**config.mk**
```make
export PLATFORM = sky130hd
export DESIGN_NAME = apb_cmd_master
export DESIGN_NICKNAME = d
export VERILOG_FILES = /design/src/rtl/apb_cmd_master.sv
export SDC_FILE = /design/constraint.sdc
export NUM_CORES = 1
export LEC_CHECK = 0
export BUFFER_PORTS_ARGS = -buffer_cell sky130_fd_sc_hd__buf_4
export CAP_MARGIN = 10
export CORE_MARGIN = 3
export CORE_UTILIZATION = 40
export CTS_BUF_LIST = sky130_fd_sc_hd__clkbuf_16
export DETAILED_ROUTE_END_ITERATION = 6
export PLACE_DENSITY = 0.78
export SLEW_MARGIN = 20
export SYNTH_ARGS = -nofsm -noshare
export SYNTH_HDL_FRONTEND = slang
export SYNTH_SLANG_ARGS = --single-unit
```
**constraint.sdc**
```tcl
create_clock -name pclk -period 3.4 [get_ports pclk]
set_clock_uncertainty 0.05 [all_clocks]
set_input_delay 0.68 -clock pclk [delete_from_list [all_inputs] [get_ports pclk]]
set_output_delay 0.68 -clock pclk [all_outputs]
set_load 0.01 [all_outputs]
```
**src/rtl/apb_cmd_master.sv**
```systemverilog
// Purpose : APB4 requester; turns one valid/ready command into one APB transfer and one response.
// Latency : accept at edge N -> SETUP in N+1 -> ACCESS from N+2 -> rsp_valid in N+3 (+1 per wait-state).
// Backpr. : cmd_ready only in IDLE (no queueing); response held stable until rsp_ready; pready stretches ACCESS.
//
// Ports:
//   pclk, preset_n                       clock, asynchronous active-low reset
//   cmd_valid/cmd_ready/cmd_write/
//   cmd_addr/cmd_wdata/cmd_strb          command request port
//   rsp_valid/rsp_ready/rsp_rdata/
//   rsp_err/rsp_timeout                  response port
//   psel/penable/pwrite/paddr/pwdata/
//   pstrb/pready/prdata/pslverr          APB4 requester interface
module apb_cmd_master #(
  parameter int ADDR_WIDTH     = 10,
  parameter int TIMEOUT_CYCLES = 16,
  parameter int CNT_WIDTH      = 8
) (
  input  logic                  pclk,
  input  logic                  preset_n,
  input  logic                  cmd_valid,
  output logic                  cmd_ready,
  input  logic                  cmd_write,
  input  logic [ADDR_WIDTH-1:0] cmd_addr,
  input  logic [31:0]           cmd_wdata,
  input  logic [3:0]            cmd_strb,
  output logic                  rsp_valid,
  input  logic                  rsp_ready,
  output logic [31:0]           rsp_rdata,
  output logic                  rsp_err,
  output logic                  rsp_timeout,
  output logic                  psel,
  output logic                  penable,
  output logic                  pwrite,
  output logic [ADDR_WIDTH-1:0] paddr,
  output logic [31:0]           pwdata,
  output logic [3:0]            pstrb,
  input  logic                  pready,
  input  logic [31:0]           prdata,
  input  logic                  pslverr
);

  typedef enum logic [1:0] {
    S_IDLE   = 2'd0,
    S_SETUP  = 2'd1,
    S_ACCESS = 2'd2,
    S_RESP   = 2'd3
  } state_t;

  localparam logic [CNT_WIDTH-1:0] TO_LIMIT = CNT_WIDTH'(TIMEOUT_CYCLES);

  state_t                state, state_nxt;
  logic [CNT_WIDTH-1:0]  cnt, cnt_nxt, cnt_inc;
  logic                  timeout_hit;

  logic                  cmd_ready_nxt, psel_nxt, penable_nxt, pwrite_nxt;
  logic [ADDR_WIDTH-1:0] paddr_nxt;
  logic [31:0]           pwdata_nxt, rsp_rdata_nxt;
  logic [3:0]            pstrb_nxt;
  logic                  rsp_valid_nxt, rsp_err_nxt, rsp_timeout_nxt;

  // cnt counts ACCESS cycles already spent without pready; the abort fires in
  // the cycle where this idle cycle would bring it up to TIMEOUT_CYCLES.
  assign cnt_inc     = cnt + CNT_WIDTH'(1);
  assign timeout_hit = (TIMEOUT_CYCLES > 0) && (cnt_inc == TO_LIMIT);

  always_ff @(posedge pclk or negedge preset_n) begin
    if (!preset_n) state <= S_IDLE;
    else           state <= state_nxt;
  end

  always_comb begin
    state_nxt       = state;
    cnt_nxt         = cnt;
    cmd_ready_nxt   = cmd_ready;
    psel_nxt        = psel;
    penable_nxt     = penable;
    pwrite_nxt      = pwrite;
    paddr_nxt       = paddr;
    pwdata_nxt      = pwdata;
    pstrb_nxt       = pstrb;
    rsp_valid_nxt   = rsp_valid;
    rsp_rdata_nxt   = rsp_rdata;
    rsp_err_nxt     = rsp_err;
    rsp_timeout_nxt = rsp_timeout;

    case (state)
      S_IDLE: begin
        cmd_ready_nxt = 1'b1;
        if (cmd_valid && cmd_ready) begin
          state_nxt     = S_SETUP;
          cmd_ready_nxt = 1'b0;
          psel_nxt      = 1'b1;
          penable_nxt   = 1'b0;
          pwrite_nxt    = cmd_write;
          paddr_nxt     = cmd_addr;
          pwdata_nxt    = cmd_wdata;
          pstrb_nxt     = cmd_write ? cmd_strb : 4'h0;
          cnt_nxt       = '0;
        end
      end
      S_SETUP: begin
        state_nxt   = S_ACCESS;
        penable_nxt = 1'b1;
      end
      S_ACCESS: begin
        // pready wins over a timeout landing in the same cycle.
        if (pready) begin
          state_nxt       = S_RESP;
          psel_nxt        = 1'b0;
          penable_nxt     = 1'b0;
          rsp_valid_nxt   = 1'b1;
          rsp_err_nxt     = pslverr;
          rsp_timeout_nxt = 1'b0;
          rsp_rdata_nxt   = (!pwrite && !pslverr) ? prdata : 32'h0;
        end else if (timeout_hit) begin
          state_nxt       = S_RESP;
          psel_nxt        = 1'b0;
          penable_nxt     = 1'b0;
          rsp_valid_nxt   = 1'b1;
          rsp_err_nxt     = 1'b1;
          rsp_timeout_nxt = 1'b1;
          rsp_rdata_nxt   = 32'h0;
          cnt_nxt         = cnt_inc;
        end else begin
          cnt_nxt = cnt_inc;
        end
      end
      S_RESP: begin
        if (rsp_ready) begin
          state_nxt       = S_IDLE;
          cmd_ready_nxt   = 1'b1;
          rsp_valid_nxt   = 1'b0;
          rsp_err_nxt     = 1'b0;
          rsp_timeout_nxt = 1'b0;
        end
      end
      default: state_nxt = S_IDLE;
    endcase
  end

  always_ff @(posedge pclk or negedge preset_n) begin
    if (!preset_n) begin
      cnt         <= '0;
      cmd_ready   <= 1'b0;
      psel        <= 1'b0;
      penable     <= 1'b0;
      pwrite      <= 1'b0;
      paddr       <= '0;
      pwdata      <= 32'h0;
      pstrb       <= 4'h0;
      rsp_valid   <= 1'b0;
      rsp_rdata   <= 32'h0;
      rsp_err     <= 1'b0;
      rsp_timeout <= 1'b0;
    end else begin
      cnt         <= cnt_nxt;
      cmd_ready   <= cmd_ready_nxt;
      psel        <= psel_nxt;
      penable     <= penable_nxt;
      pwrite      <= pwrite_nxt;
      paddr       <= paddr_nxt;
      pwdata      <= pwdata_nxt;
      pstrb       <= pstrb_nxt;
      rsp_valid   <= rsp_valid_nxt;
      rsp_rdata   <= rsp_rdata_nxt;
      rsp_err     <= rsp_err_nxt;
      rsp_timeout <= rsp_timeout_nxt;
    end
  end

endmodule
```
==> key figures <==
Global routing
  – Gr usage total: 0.175
  – Total congestion overflow: 0
  – Antenna violations before repair: 0
  – Number of global-route vias before repair: 3123
  – Largest net degree at the start of global routing: 53
  – First-pass GRT wire length: 15.4 mm

Drt
  – Routed len/inst: ~16 µm
  – Highest Signal Layer: met4
  – Met3 wire len: between 700 and 800 µm
  – DR iter-0 viols: 114
  – Total Wirelength: 9.34 mm
  – Number of vias per cell: 5.01
  – DR pass1 iterations: 4
  – Met1 Wirelength: around 3.9 mm
  – Met2 routed WL: between 4 and 5 mm
  – Via count: 2934
  – ANT nets after route: 0
  – Final routed DRC violation total: 0

Critical path
  – Arr. time, crit path: 2.72 ns
  – Crit path capture type: flop
  – Worst r2r src: state[0]$_DFFE_PN0P_
  – Worst Path Max Fanout: 17
  – Worst Path Required: 3.62 ns
  – CP Launch Point: state[0]$_DFFE_PN0P_
  – Critical path type: reg -> reg
  – CP Launch Type: flop

Final layout
  – Final instance area: about 5500 µm²
  – Layout cell share with drive strength beyond 1: 0.519
  – ANT cells: 0
  – # nets final: about 540
  – Most common cell after layout, fill and taps aside: buf_4
  – Most frequent cells in the layout: buf_4 (171), dfrtp_1 (95), mux2_2 (45)
  – Syn-to-layout area delta: 43.7%

CTS
  – Post-CTS setup buffer count: 0
  – CTS max path bufs: 2
  – Post-cts resize count: 0
  – Clock sink count: between 90 and 100
  – Root Driver: clkbuf_16
  – H-tree lvl count: 3
  – Clk slew on worst S/H paths: about 0.070 ns
  – Number of CTS-inserted buffers: 9
  – Worst skew pair latency: between 0.3 and 0.4 ns
  – Hold_buf cts: 0
  – CTS tree: done

Power and ir drop
  – Pwr per Cell Area: between 900 and 1000 nW/µm²
  – Leakage dissipation: 0.00275 µW
  – Worst VDD drop: 0.410 mV

STA
  – Crit path time final: 2.50 ns
  – Final period utilization: 0.734
  – RSZ-0062 raised after global routing: no
  – Worst Tran Pin Value: approximately 0.85 ns
  – Worst rel slew slack: 0.429
  – Final Hold Fails: 0
  – Fmax: 401 MHz
  – Setup TNS: 0 ns
  – Final setup margin: between 0.9 and 1 ns
  – Setup-failing EPs final: 0
  – Max-slew violations: 0

Synth
  – Sequential fraction of the synthesis area: 0.618
  – Post-synth EDFFs: 0
  – Mapped Avg Cell Area: 13.6 µm²
  – Syn_nets: around 370
  – Synth warn: 0
  – Synth Register Bits: 95
  – Distinct cells, synth: 36
  – Main synth FF type: dfrtp_1
  – Asr flop ratio synth: 1.00
  – Netlist area before placement: 3850 µm²
  – Mapped Cells: 283

Min path
  – HP Class: in -> async

Place
  – Port buffer count: 169
  – Cell Area, Placed: 5250 µm²
  – Post-DP HPWL: 6.73 mm
  – Placer Congestion: 0.738
  – DP Worst Slack: 0.910 ns

Floorplanning
  – Die width: between 100 and 150 µm
  – Die Y-Extent: 104 µm
  – Row Count: 35
  – DIE AREA: 10800 µm²
  – Starting Density: 0.415
  – Core area: 9280 µm²
  – # IOs: 170

Run
  – Maxcap violations: 0

Status
  – Status: complete, no violations
cell usage after synthesis, types with 2 or more instances:
master,count,share of area
a21o_1,4,0.0078
o21ai_0,17,0.022
nor2_1,4,0.0039
buf_6,3,0.0088
nand2_1,24,0.023
mux2_2,45,0.13
inv_1,4,0.0039
clkbuf_1,11,0.011
nor3_1,4,0.0052
nor2b_1,2,0.0033
dfrtp_1,95,0.62
nand3_1,4,0.0052
a22o_1,36,0.082
nand2b_1,3,0.0049
nor3b_1,2,0.0039
ha_1,5,0.016
worst max-delay path: stages (launching register included):
cell and delay (ns):
dfrtp_1 0.42, inv_1 0.09, ha_1 0.57, nand2b_1 0.28
a21o_1 0.38, or4_1 0.45, nand2_1 0.07, a22o_1 0.11
metal layers:
| layer | global-route usage | vias to the layer above |
|---|---|---|
| met3 | 0.0608 | 12 |
| met5 | 0 | - |
| met2 | 0.289 | 115 |
| li1 | - | 1370 |
| met1 | 0.209 | 1437 |
| met4 | 0.0712 | 0 |
power breakdown:
part           internal [µW]  total [µW]  switching (µW)
Combinational           1200        2130             923
Sequential              1670        2000             337
Clock                    505         952             447
Total                   3380        5080            1710
worst paths after layout:
path	to	slack, ns	cells past startpoint
max in group asynchronous	pwdata[13]$_DFFE_PN0P_	2.35	2
min in group pclk	pstrb[1]$_DFFE_PN0P_	0.44	2
setup / recovery	cnt[6]$_DFFE_PN0P_	0.90	7
hold / removal	rsp_rdata[1]$_DFFE_PN0P_	0.29	1
hold reg to reg	pstrb[1]$_DFFE_PN0P_	0.44	2
setup reg to reg	cnt[6]$_DFFE_PN0P_	0.90	7
metrics by stage:
step           hold WS [ns]   util  total power [µW]  instances
2_1_floorplan         0.334      -              3060        283
3_3_place_gp          0.416  0.565              4090        570
3_5_place_dp          0.429  0.565              4180        570
4_1_cts               0.307  0.596              5160        586
5_1_grt               0.337  0.596              5420        586
6_report              0.285  0.596              5080        586
sequential cells by signal, indices dropped and copies added, names as in the netlist:
register	cells
paddr	10
pwrite	1
penable	1
rsp_err	1
state	2
cnt	8
rsp_valid	1
cmd_ready	1
rsp_timeout	1
pwdata	32
psel	1
pstrb	4
rsp_rdata	32
cells by family after synthesis:
family	count (synthesis)	share of synthesized area
AO/OA/AOI/OAI	69	0.144
adder cells (fa/ha/maj)	5	0.0163
buffers and inverters	18	0.0234
flip-flops	95	0.618
multiplexers	46	0.134
AND/OR/NAND/NOR	50	0.0644
cell type report:
cell class | instances | area, µm²
Multi-Input combinational cell | 170 | 1390
Fill cell | 768 | 3750
Tap cell | 129 | 161
Clock buffer | 9 | 225
Sequential cell | 95 | 2380
Timing Repair Buffer | 172 | 1300
Inverter | 4 | 15.0
Clock inverter | 7 | 56.3
No activity file was read; power rests on OpenSTA's default activity.
